File: config.mk
export PLATFORM = sky130hd
export DESIGN_NAME = control_unit
export DESIGN_NICKNAME = d
export VERILOG_FILES = /design/src/rtl/control_unit.sv
export SDC_FILE = /design/constraint.sdc
export NUM_CORES = 1
export LEC_CHECK = 0
export ABC_AREA = 1
export BUFFER_PORTS_ARGS = -buffer_cell sky130_fd_sc_hd__buf_4
export CAP_MARGIN = 5
export CORE_UTILIZATION = 34
export CTS_CLUSTER_DIAMETER = 80
export DETAILED_ROUTE_END_ITERATION = 10
export GPL_TIMING_DRIVEN = 0
export PLACE_DENSITY = 0.86
export SYNTH_ARGS = -nofsm -noshare
export SYNTH_HDL_FRONTEND = slang
export SYNTH_SLANG_ARGS = --single-unit
File: constraint.sdc
create_clock -name clock -period 1.2 [get_ports clock]
set_input_delay 0.24 -clock clock [delete_from_list [all_inputs] [get_ports clock]]
set_output_delay 0.24 -clock clock [all_outputs]
set_load 0.01 [all_outputs]
File: src/rtl/control_unit.sv
// Hardwired Moore control sequencer: fetch T0-T2, per-class execute T3-T7, HALT.
// Strobes decode from the current state and IRout; branch PC load in T6 also uses CON.
module control_unit (
    input  logic        clock,
    input  logic        clear,
    input  logic        Stop,
    input  logic [31:0] IRout,
    input  logic        CON,
    output logic        Run,
    output logic        Gra,
    output logic        Grb,
    output logic        Grc,
    output logic        Rin,
    output logic        Rout,
    output logic        BAout,
    output logic        Cout,
    output logic        PCout,
    output logic        PCin,
    output logic        IncPC,
    output logic        MARin,
    output logic        MDRin,
    output logic        MDRout,
    output logic        read,
    output logic        RAMwrite,
    output logic        IRin,
    output logic        Yin,
    output logic        Zin,
    output logic        Zlowout,
    output logic        CONin,
    output logic [4:0]  opcode
);

    typedef enum logic [3:0] {
        S_RESET, S_T0, S_T1, S_T2, S_T3, S_T4, S_T5, S_T6, S_T7, S_HALT
    } state_t;

    localparam logic [4:0] OP_ADD = 5'b00011;
    localparam logic [4:0] OP_AND = 5'b00101;
    localparam logic [4:0] OP_OR  = 5'b00110;

    state_t     state;
    state_t     next_state;
    logic [4:0] ir_op;
    logic       is_rtype, is_imm, is_ldi, is_ld, is_st, is_br, is_halt, is_nop;
    logic       last_state;
    logic [4:0] imm_alu;
    logic       unused_ir;

    assign ir_op     = IRout[31:27];
    assign unused_ir = ^IRout[26:0];

    always_comb begin
        is_rtype = 1'b0;
        is_imm   = 1'b0;
        is_ldi   = 1'b0;
        is_ld    = 1'b0;
        is_st    = 1'b0;
        is_br    = 1'b0;
        is_halt  = 1'b0;
        imm_alu  = OP_ADD;
        case (ir_op)
            5'b00000: is_ld = 1'b1;
            5'b00001: is_ldi = 1'b1;
            5'b00010: is_st = 1'b1;
            5'b00011, 5'b00100, 5'b00101,
            5'b00110, 5'b01001, 5'b01011: is_rtype = 1'b1;
            5'b01100: is_imm = 1'b1;
            5'b01101: begin is_imm = 1'b1; imm_alu = OP_AND; end
            5'b01110: begin is_imm = 1'b1; imm_alu = OP_OR;  end
            5'b10011: is_br = 1'b1;
            5'b11011: is_halt = 1'b1;
            default: ;
        endcase
        is_nop = ~(is_rtype | is_imm | is_ldi | is_ld | is_st | is_br | is_halt);
    end

    // Stop is only honoured in the final state of each instruction class.
    assign last_state = (state == S_T3 && is_nop)
                      || (state == S_T5 && (is_rtype || is_imm || is_ldi))
                      || (state == S_T6 && is_br)
                      || (state == S_T7 && (is_ld || is_st));

    always_ff @(posedge clock or posedge clear) begin
        if (clear) state <= S_RESET;
        else       state <= next_state;
    end

    always_comb begin
        next_state = state;
        Run = 1'b1;
        Gra = 1'b0; Grb = 1'b0; Grc = 1'b0;
        Rin = 1'b0; Rout = 1'b0; BAout = 1'b0; Cout = 1'b0;
        PCout = 1'b0; PCin = 1'b0; IncPC = 1'b0;
        MARin = 1'b0; MDRin = 1'b0; MDRout = 1'b0;
        read = 1'b0; RAMwrite = 1'b0;
        IRin = 1'b0; Yin = 1'b0; Zin = 1'b0; Zlowout = 1'b0;
        CONin = 1'b0;
        opcode = OP_ADD;

        case (state)
            S_RESET: next_state = S_T0;
            S_T0: begin
                PCout = 1'b1; MARin = 1'b1; IncPC = 1'b1; Zin = 1'b1;
                next_state = S_T1;
            end
            S_T1: begin
                Zlowout = 1'b1; PCin = 1'b1; read = 1'b1; MDRin = 1'b1;
                next_state = S_T2;
            end
            S_T2: begin
                MDRout = 1'b1; IRin = 1'b1;
                next_state = S_T3;
            end
            S_T3: begin
                next_state = S_T4;
                if (is_rtype || is_imm) begin
                    Grb = 1'b1; Rout = 1'b1; Yin = 1'b1;
                end else if (is_ldi || is_ld || is_st) begin
                    Grb = 1'b1; BAout = 1'b1; Yin = 1'b1;
                end else if (is_br) begin
                    Gra = 1'b1; Rout = 1'b1; CONin = 1'b1;
                end else if (is_halt) begin
                    next_state = S_HALT;
                end
            end
            S_T4: begin
                next_state = S_T5;
                if (is_rtype) begin
                    Grc = 1'b1; Rout = 1'b1; Zin = 1'b1; opcode = ir_op;
                end else if (is_imm) begin
                    Cout = 1'b1; Zin = 1'b1; opcode = imm_alu;
                end else if (is_ldi || is_ld || is_st) begin
                    Cout = 1'b1; Zin = 1'b1;
                end else if (is_br) begin
                    PCout = 1'b1; Yin = 1'b1;
                end
            end
            S_T5: begin
                next_state = S_T6;
                if (is_rtype || is_imm || is_ldi) begin
                    Zlowout = 1'b1; Gra = 1'b1; Rin = 1'b1;
                end else if (is_ld || is_st) begin
                    Zlowout = 1'b1; MARin = 1'b1;
                end else if (is_br) begin
                    Cout = 1'b1; Zin = 1'b1;
                end
            end
            S_T6: begin
                next_state = S_T7;
                if (is_ld) begin
                    read = 1'b1; MDRin = 1'b1;
                end else if (is_st) begin
                    Gra = 1'b1; Rout = 1'b1; MDRin = 1'b1;
                end else if (is_br && CON) begin
                    Zlowout = 1'b1; PCin = 1'b1;
                end
            end
            S_T7: begin
                next_state = S_T0;
                if (is_ld) begin
                    MDRout = 1'b1; Gra = 1'b1; Rin = 1'b1;
                end else if (is_st) begin
                    RAMwrite = 1'b1;
                end
            end
            S_HALT: Run = 1'b0;
            default: next_state = S_RESET;
        endcase

        if (last_state) next_state = Stop ? S_HALT : S_T0;
    end

endmodule
==> qor.yml, run 1 <==
dpl.cell_count: 179
placementRows: 16
final_nets: 208
post-dp-hpwl_um: 1733
status: "complete, but fails checks"
wire_per_inst_um: 14.02
largestRegisters: "state x4"
rsz0062_at_grt: "yes"
final_cells: 197
layout_min_cycle_time_ns: 1.756
grt-ovfl-total: 0
clock-sinks: 4
max_cap_viol_count: 0
via_per_inst: 5.442
synth_edf_count: 0
crit_fanout: 5
cts_tree: "done"
dr.pass1.iters: 4
power_density_mw_per_mm2: 1748
yosys_warnings: 0
clockBufferDepth: 2
grt_max_degree: 9
h-tree-depth: 1
startpoint_type: "flip-flop"
drc: 0
die_w_um: 47.68
syn_area_um2: 709.4
worstPathRequired_ns: 0.96
synth.distinct_cells: 26
cts.reportedPaths.clkPinSlew_ns: 0.04
pwr-share-clk_pct: 6.9
yosysSeqAreaShare_pct: 14.11
violations: "setup timing"
fmax_mhz: 569.5
setup_viol: 29
p_sw_share_pct: 51.29
first_global_vias: 844
p_leak_nw: 0.7023
die_h_um: 47.68
synth.most_common_cell: "nand2_1"
ys_top_cells_by_count: "22 x nand2_1, 20 x inv_1, 17 x nor2_1"
tns_ns: -11.86
ys_async_sr_fraction_pct: 100.0
p_int_mw: 1.174
largest_register_ff_count: 4
top_register: "state"
antenna_left: 0
core_region_area_mm2: 0.001962
pwr-share-seq_pct: 13.1
post-route-period-util_pct: 146.3
cp-end-kind: "primary output"
ir_drop_mv: 1.593
fin_ws_ns: -0.5560
root_buffer: "clkbuf_4"
routed_wirelength_um: 2762
synthTopCellsByArea: "dfrtp_1 14%, nand2_1 12%, inv_1 11%"
insertion_delay_ns: 0.24
io_buffers: 33
io_pins: 62
antenna_cells: 0
p_switching_mw: 1.236
syn_inst: 119
drive_above_1_share_pct: 66.47
cts_buffers: 3
initial_core_util_pct: 36.16
drv_slew: 0
synth_top_area_cell: "dfrtp_1"
die_area_mm2: 0.002273
antenna_found_initial: 0
drtIter0Drc: 35
synth_fp_nets: 155
final.setup_skew_ns: 0.006683
synth_seq_cells: 4
ys.flop_type: "dfrtp_1"
area_growth_pct: 94.36
syn_avg_cell_area_um2: 5.962
grt_pass1_wl_um: 3429
vias: 1072
crit_arrival_ns: 1.52
critPathKind: "flip-flop to primary output"
place.gp.congestion: 0.9616
grt.total_usage_pct: 21.20
combinationalPowerShare_pct: 80.1
synth_top_area_share_pct: 14.11
hold_viol: 0
min-delay-path-class: "input pin to flip-flop"
[timing repair]
action                     in CTS  in global routing
setup endpoints to repair      29                 29
hold endpoints to repair        4                  0
hold buffers                    1                  0
pin swaps                       4                 17
cloned                          0                  0
buffers inserted                3                 11
resized for setup               8                 49
[logic make-up (layout without fill, tap and decap cells)]
kind of cell	after synthesis	in the layout	synth area share, %
AOI/OAI and AO/OA	15	15	12.17
DFF	4	4	14.11
other	1	1	0.5286
buffers and inverters	25	76	14.46
and+or+nand+nor	74	74	58.73
[cells in the final DEF (no fill, tap or decap), types with 6 or more instances in the layout]
cell,n
nor2_1,7
inv_1,13
nand2_4,6
nor2_4,12
buf_6,10
buf_4,38
nand2_2,9
nand2_1,11
[stage by stage]
stage                     util, %  setup WS (ns)  power (mW)  hold slack (ns)  instance area [um2]
after floorplan                 -       -0.09461       1.095         0.006082                760.7
after global placement      53.13        -0.3265       1.551           0.1298                 1042
after detailed placement    53.13        -0.3580       1.601           0.1393                 1042
after CTS                   57.08        -0.5101       1.889           0.2040                 1120
after global routing        70.28        -0.6256       2.576           0.2315                 1379
final                       70.28        -0.5560       2.410           0.2235                 1379
[worst max-delay path, cell delays in order, from the launching register on]
cell and delay, ns:
dfrtp_2 0.43, nor2_4 0.23, nand2_4 0.11, nor2_4 0.12
nand2_2 0.07, nand2_2 0.06, o21bai_2 0.11, buf_4 0.13
[path summary, 6_finish.rpt]
check | start | end | slack (ns) | cells after the start
setup / recovery | state[3] | Zlowout | -0.56 | 7
hold / removal | Stop | state[3] | 0.22 | 3
setup reg to reg | state[3] | state[3] | -0.33 | 9
hold reg to reg | state[0] | state[1] | 0.66 | 3
max in group asynchronous | clear | state[1] | 0.58 | 3
min in group asynchronous | clear | state[3] | 0.45 | 3
[area by class of cell]
type	instances	area, um2
repair buffers	48	400.4
well taps	27	33.78
clock buffers	3	22.52
multi-input cells	90	703.2
fillers	157	583.1
plain buffers	1	7.507
flip-flops and latches	4	102.6
inverters	24	108.9
[metal layers]
layer	part of all wire, %	up-vias	track usage (%)
met5	0	-	0
met4	2.8	0	10.56
met3	5.5	12	3.019
met2	54	54	38.65
met1	37	516	23.76
li1	-	490	-
[power groups by stage]
stage,Combinational [mW],Clock [mW],Sequential (mW)
2_1_floorplan,0.823,0,0.272
3_3_place_gp,1.27,0,0.280
3_5_place_dp,1.31,0,0.289
4_1_cts,1.43,0.175,0.288
5_1_grt,2.07,0.185,0.325
6_report,1.93,0.166,0.315
Power figures use the tool's default switching activity.
==> inputs of run 2 (changes only) <==
--- a/config.mk
+++ b/config.mk
@@ -8,11 +8,12 @@
 export ABC_AREA = 1
 export BUFFER_PORTS_ARGS = -buffer_cell sky130_fd_sc_hd__buf_4
 export CAP_MARGIN = 5
-export CORE_UTILIZATION = 34
+export CORE_UTILIZATION = 37
 export CTS_CLUSTER_DIAMETER = 80
 export DETAILED_ROUTE_END_ITERATION = 10
 export GPL_TIMING_DRIVEN = 0
-export PLACE_DENSITY = 0.86
+export PLACE_DENSITY = 0.89
+export RECOVER_POWER = 25
 export SYNTH_ARGS = -nofsm -noshare
 export SYNTH_HDL_FRONTEND = slang
 export SYNTH_SLANG_ARGS = --single-unit
==> constraint.sdc (replaced) <==
create_clock -name clock -period 2 [get_ports clock]
set_input_delay 0.4 -clock clock [delete_from_list [all_inputs] [get_ports clock]]
set_output_delay 0.4 -clock clock [all_outputs]
set_load 0.01 [all_outputs]
==> run 2 against run 1 <==
Effect of this change: the flow now finishes without violations; via count decreased by 17%; routed wire length shrank 28%; register-to-register slack improved by 0.87 ns; worst hold slack got worse by 0.17 ns; critical path depth unchanged; combinational power shrank 61%; largest power group unchanged; largest cell class unchanged.
==> qor.yml, run 2 (synthesis gave the netlist of run 1 again) <==
status: "finished clean"
placementRows: 15  # -1
fmax_mhz: 524.9
antenna_cells: 0  # unchanged
cp-end-kind: "primary output"
drtIter0Drc: 16  # -54%
drive_above_1_share_pct: 40.65  # -26 points
dpl.cell_count: 177  # -1.1%
final_nets: 193  # -7.2%
grt-ovfl-total: 0  # unchanged
io_pins: 62  # unchanged
final_cell_mix: "33 x buf_4, 21 x nand2_1, 19 x inv_1"
rsz0062_at_grt: "no"
cts_buffers: 3  # unchanged
crit_arrival_ns: 1.51  # about the same
ir_drop_mv: 0.4402  # -72%
combinationalPowerShare_pct: 73.6  # -6.5 points
place.gp.congestion: 0.8602  # -11%
cts.reportedPaths.clkPinSlew_ns: 0.04  # about the same
max_cap_viol_count: 0  # unchanged
crit_chain: "inv_2, nor2_4, nand3_2, nor2_2, a21oi_2, nand3b_1, buf_4"
clockBufferDepth: 2  # unchanged
routed_wirelength_um: 1998  # -28%
first_global_vias: 727  # -14%
cp_slowest_cell: "dfrtp_1"
grt.total_usage_pct: 18.22  # -3.0 points
dp_slack_ns: 0.1512  # +0.5092 ns
wire_per_inst_um: 11.10  # -21%
cts_tree: "done"
crit_fanout: 8  # +3
critPathKind: "flip-flop to primary output"
pwr-share-seq_pct: 17.1  # +4.0 points
via_per_inst: 4.917  # -9.6%
top_register: "state"
hold_viol: 0  # unchanged
p_sw_share_pct: 50.74  # -0.55 points
worst-path-buf-inv: 2  # +1
insertion_delay_ns: 0.23  # about the same
drc: 0  # unchanged
layout_commonest_cell: "buf_4"
post-route-util_pct: 57.80  # -12 points
post-dp-hpwl_um: 1606  # -7.3%
worstPathRequired_ns: 1.60  # +0.64 ns
hold_buffers: 0  # -1
pwr-share-clk_pct: 9.3  # +2.4 points
critPathTopFamily: "simple AND/OR/NAND/NOR gates"
vias: 885  # -17%
root_buffer: "clkbuf_4"
antenna_left: 0  # unchanged
fin_hold_ws_ns: 0.05406  # -0.1694 ns
p_switching_mw: 0.5215  # -58%
layout_min_cycle_time_ns: 1.905
die_area_mm2: 0.002096  # -7.8%
clock-sinks: 4  # unchanged
area_growth_pct: 43.74
p_int_mw: 0.5062  # -57%
tns_ns: 0  # +11.86 ns
largest_register_ff_count: 4  # unchanged
dr.pass1.iters: 4  # unchanged
max_stage_delay_ns: 0.41  # -0.02 ns
grt_max_degree: 9  # unchanged
largestRegisters: "state x4"
drv_slew: 0  # unchanged
power_density_mw_per_mm2: 1008  # -42%
p_leak_nw: 0.5707  # -19%
die_w_um: 45.79  # -4.0%
core_region_area_mm2: 0.001764  # -10%
setup_viol: 0  # -100%
fin_ws_ns: 0.09495  # +0.6509 ns
h-tree-depth: 1  # unchanged
io_buffers: 33  # unchanged
grt_pass1_wl_um: 2856  # -17%
fillers: 165  # +5.1%
startpoint_type: "flip-flop"
post-route-period-util_pct: 95.25
min-delay-path-class: "input pin to async pin"
antenna_found_initial: 0  # unchanged
initial_core_util_pct: 40.21  # +4.1 points
final_cells: 180  # -8.6%
final.setup_skew_ns: 0.001576  # -0.005107 ns
die_h_um: 45.79  # -4.0%
-- run 2: cell types whose count changed in the layout (fill, tap and decap cells not counted), sizes merged --
cell / before / now
clkbuf: 3 / 4
buf: 48 / 33
dlygate4sd3: 1 / 0
inv: 22 / 23
clkinvlp: 1 / 0
-- run 2: worst reg2reg max path, cell delays in order (launching register included) --
cell and delay [ns]:
dfrtp_1 0.41, inv_2 0.07, nor2_4 0.13, nand3_2 0.20, nor2_1 0.15, nand3_1 0.15
nand4_1 0.15, nand3_1 0.08
-- run 2: repair_timing --
action / in CTS / in global routing
setup endpoints to repair: 0 / 5
setup buffers: 0 / 0
gates resized for setup: 0 / 6
-- run 2: final cells by class --
type / count / area [um2] / share of cell area (%)
multi-input combinational: 90 / 515.5 / 50.55
timing repair buffer: 33 / 247.7 / 24.29
sequential: 4 / 100.1 / 9.816
inverter: 24 / 95.09 / 9.325
tap: 25 / 31.28 / 3.067
clock buffer: 3 / 22.52 / 2.209
buffer: 1 / 7.507 / 0.7362
-- run 2: layer usage --
layer / vias to the layer above / wire length, um / GRT usage [%]
met3: 0 / 108 / 0.7937
met1: 405 / 889 / 23.98
met4: 0 / 0 / 7.647
li1: 453 / - / -
met5: - / 0 / 0
met2: 27 / 1000 / 30.86
-- run 2: final timing paths --
path,startpoint,to,slack (ns),cells after the start
max,state[2],Rout,0.09,7
min,clear,state[1],0.05,2
max reg2reg,state[2],state[3],0.54,7
min reg2reg,state[0],state[1],0.65,3
max in group asynchronous,clear,state[0],1.80,2
min in group clock,Stop,state[3],0.39,3
-- run 2: power groups by stage --
stage | clock network [mW] | logic (mW) | registers (mW)
after global routing | 0.104 | 0.833 | 0.178
after detailed placement | 0 | 0.738 | 0.172
after global placement | 0 | 0.718 | 0.167
final | 0.0952 | 0.756 | 0.176
after floorplan | 0 | 0.453 | 0.161
after CTS | 0.0993 | 0.747 | 0.171
-- run 2: metrics by stage --
step	cell area, um2	power, mW
floorplan	709.4	0.6145
global placement	988.4	0.8842
detailed placement	988.4	0.9105
CTS	1011	1.018
global route	1020	1.114
finish	1020	1.028
==> inputs of run 3 (changes only) <==
--- a/config.mk
+++ b/config.mk
@@ -8,6 +8,7 @@
 export ABC_AREA = 1
 export BUFFER_PORTS_ARGS = -buffer_cell sky130_fd_sc_hd__buf_4
 export CAP_MARGIN = 5
+export CORE_ASPECT_RATIO = 0.75
 export CORE_UTILIZATION = 37
 export CTS_CLUSTER_DIAMETER = 80
 export DETAILED_ROUTE_END_ITERATION = 10
==> run 3 against run 2 <==
Effect of this change: sequential cell count is the same; die area about the same; utilization about the same.
==> qor.yml, run 3 (synthesis gave the netlist of run 1 again) <==
status: "finished clean"
cp-end-kind: "primary output"
final_cells: 178  # -1.1%
crit_chain: "inv_2, nor2_4, nand3_2, nor2_2, a21oi_1, nand3_1, buf_4"
drtIter0Drc: 28  # +12
antenna_found_initial: 0  # unchanged
post-dp-hpwl_um: 1712  # +6.6%
cp_slowest_cell: "dfrtp_1"
area_growth_pct: 44.44
place.gp.congestion: 0.8747  # +1.7%
placementRows: 13  # -2
crit_fanout: 8  # unchanged
die_w_um: 52.56  # +15%
dp_slack_ns: 0.09738  # -0.05382 ns
max_cap_viol_count: 0  # unchanged
clock-sinks: 4  # unchanged
via_per_inst: 5.112  # +4.0%
cts_buffers: 3  # unchanged
grt.total_usage_pct: 20.66  # +2.4 points
cts_tree: "done"
io_buffers: 33  # unchanged
final.setup_skew_ns: 0.00003761  # -0.001539 ns
layout_commonest_cell: "buf_4"
setup_viol: 0  # unchanged
wire_per_inst_um: 11.90  # +7.2%
h-tree-depth: 1  # unchanged
fin_ws_ns: 0.07013  # -0.02482 ns
drv_slew: 0  # unchanged
dpl.cell_count: 174  # -1.7%
post-route-util_pct: 57.80  # about the same
power_density_mw_per_mm2: 1017  # +0.96%
routed_wirelength_um: 2118  # +6.0%
clockBufferDepth: 2  # unchanged
startpoint_type: "flip-flop"
insertion_delay_ns: 0.23  # about the same
ir_drop_mv: 0.5162  # +17%
power.total_mw: 1.043  # +1.5%
largestRegisters: "state x4"
die_h_um: 39.92  # -13%
core_region_area_mm2: 0.001773  # +0.50%
worstPathRequired_ns: 1.60  # about the same
die_area_mm2: 0.002098  # about the same
crit_arrival_ns: 1.53  # +0.02 ns
rr_worst_depth: 8  # +1
initial_core_util_pct: 40.01  # -0.20 points
drc: 0  # unchanged
max_stage_delay_ns: 0.39  # -0.02 ns
critPathKind: "flip-flop to primary output"
hold_viol: 0  # unchanged
cts.reportedPaths.clkPinSlew_ns: 0.04  # about the same
vias: 910  # +2.8%
largest_register_ff_count: 4  # unchanged
root_buffer: "clkbuf_4"
fin_hold_ws_ns: 0.04923  # -0.004830 ns
final_cell_mix: "34 x buf_4, 21 x nand2_1, 19 x inv_1"
layout_min_cycle_time_ns: 1.930  # +0.02482 ns
top_register: "state"
drive_above_1_share_pct: 40.38  # -0.26 points
dr.pass1.iters: 4  # unchanged
hold_buffers: 0  # unchanged
post-route-period-util_pct: 96.49  # +1.2 points
grt_max_degree: 9  # unchanged
rsz0062_at_grt: "yes"
first_global_vias: 718  # -1.2%
grt-ovfl-total: 0  # unchanged
grt_pass1_wl_um: 3146  # +10%
fmax_mhz: 518.2  # -1.3%
min-delay-path-class: "input pin to async pin"
p_leak_nw: 0.5756  # +0.86%
antenna_left: 0  # unchanged
antenna_cells: 0  # unchanged
io_pins: 62  # unchanged
final_nets: 194  # +0.52%
## run 3: changes by cell type in the layout (fill, tap and decap cells not counted), sizes merged
cell,delta
buf,+1
## run 3: layer usage
metal / vias up / track usage, % / wire, um
li1: 456 / - / -
met1: 402 / 27.90 / 925
met2: 52 / 34.81 / 993
met3: 0 / 5.039 / 199
met4: 0 / 1.316 / 0
met5: - / 0 / 0
## run 3: power breakdown
group	total, mW	internal (mW)	switching (mW)	leakage, nW
sequential	0.173	0.125	0.0477	0.0494
combinational	0.771	0.326	0.445	0.512
clock	0.0990	0.0670	0.0320	0.0138
## run 3: critical path, delay by kind of cell (launching register included)
| kind | cells | cell delay [ns] |
|---|---|---|
| compound gates | 1 | 0.08 |
| buf+inv | 2 | 0.18 |
| flops | 1 | 0.39 |
| simple gates | 4 | 0.63 |
## run 3: cell type report
cell class / count / area [um2]
inverter: 24 / 95.09
sequential: 4 / 100.1
multi-input combinational: 90 / 516.7
fill: 155 / 748.2
buffer: 1 / 7.507
timing repair buffer: 34 / 255.2
tap: 22 / 27.53
clock buffer: 3 / 22.52
## run 3: final timing paths
path,start,end,slack (ns)
worst max-delay path,state[2],Gra,0.07
max in group asynchronous,clear,state[1],1.81
min in group clock,Stop,state[3],0.38
worst max register to register,state[1],state[0],0.57
worst min register to register,state[0],state[1],0.62
worst min-delay path,clear,state[3],0.05
## run 3: timing repair
item,CTS,global route
gates resized for setup,0,4
buffers inserted,0,1
hold endpoints to repair,0,0
setup endpoints to repair,0,6
## run 3: stage by stage
stage	setup TNS (ns)	instance area, um2
floorplan	0	709.4
global placement	0	984.7
detailed placement	0	984.7
CTS	0	1007
global route	-0.05509	1025
finish	0	1025
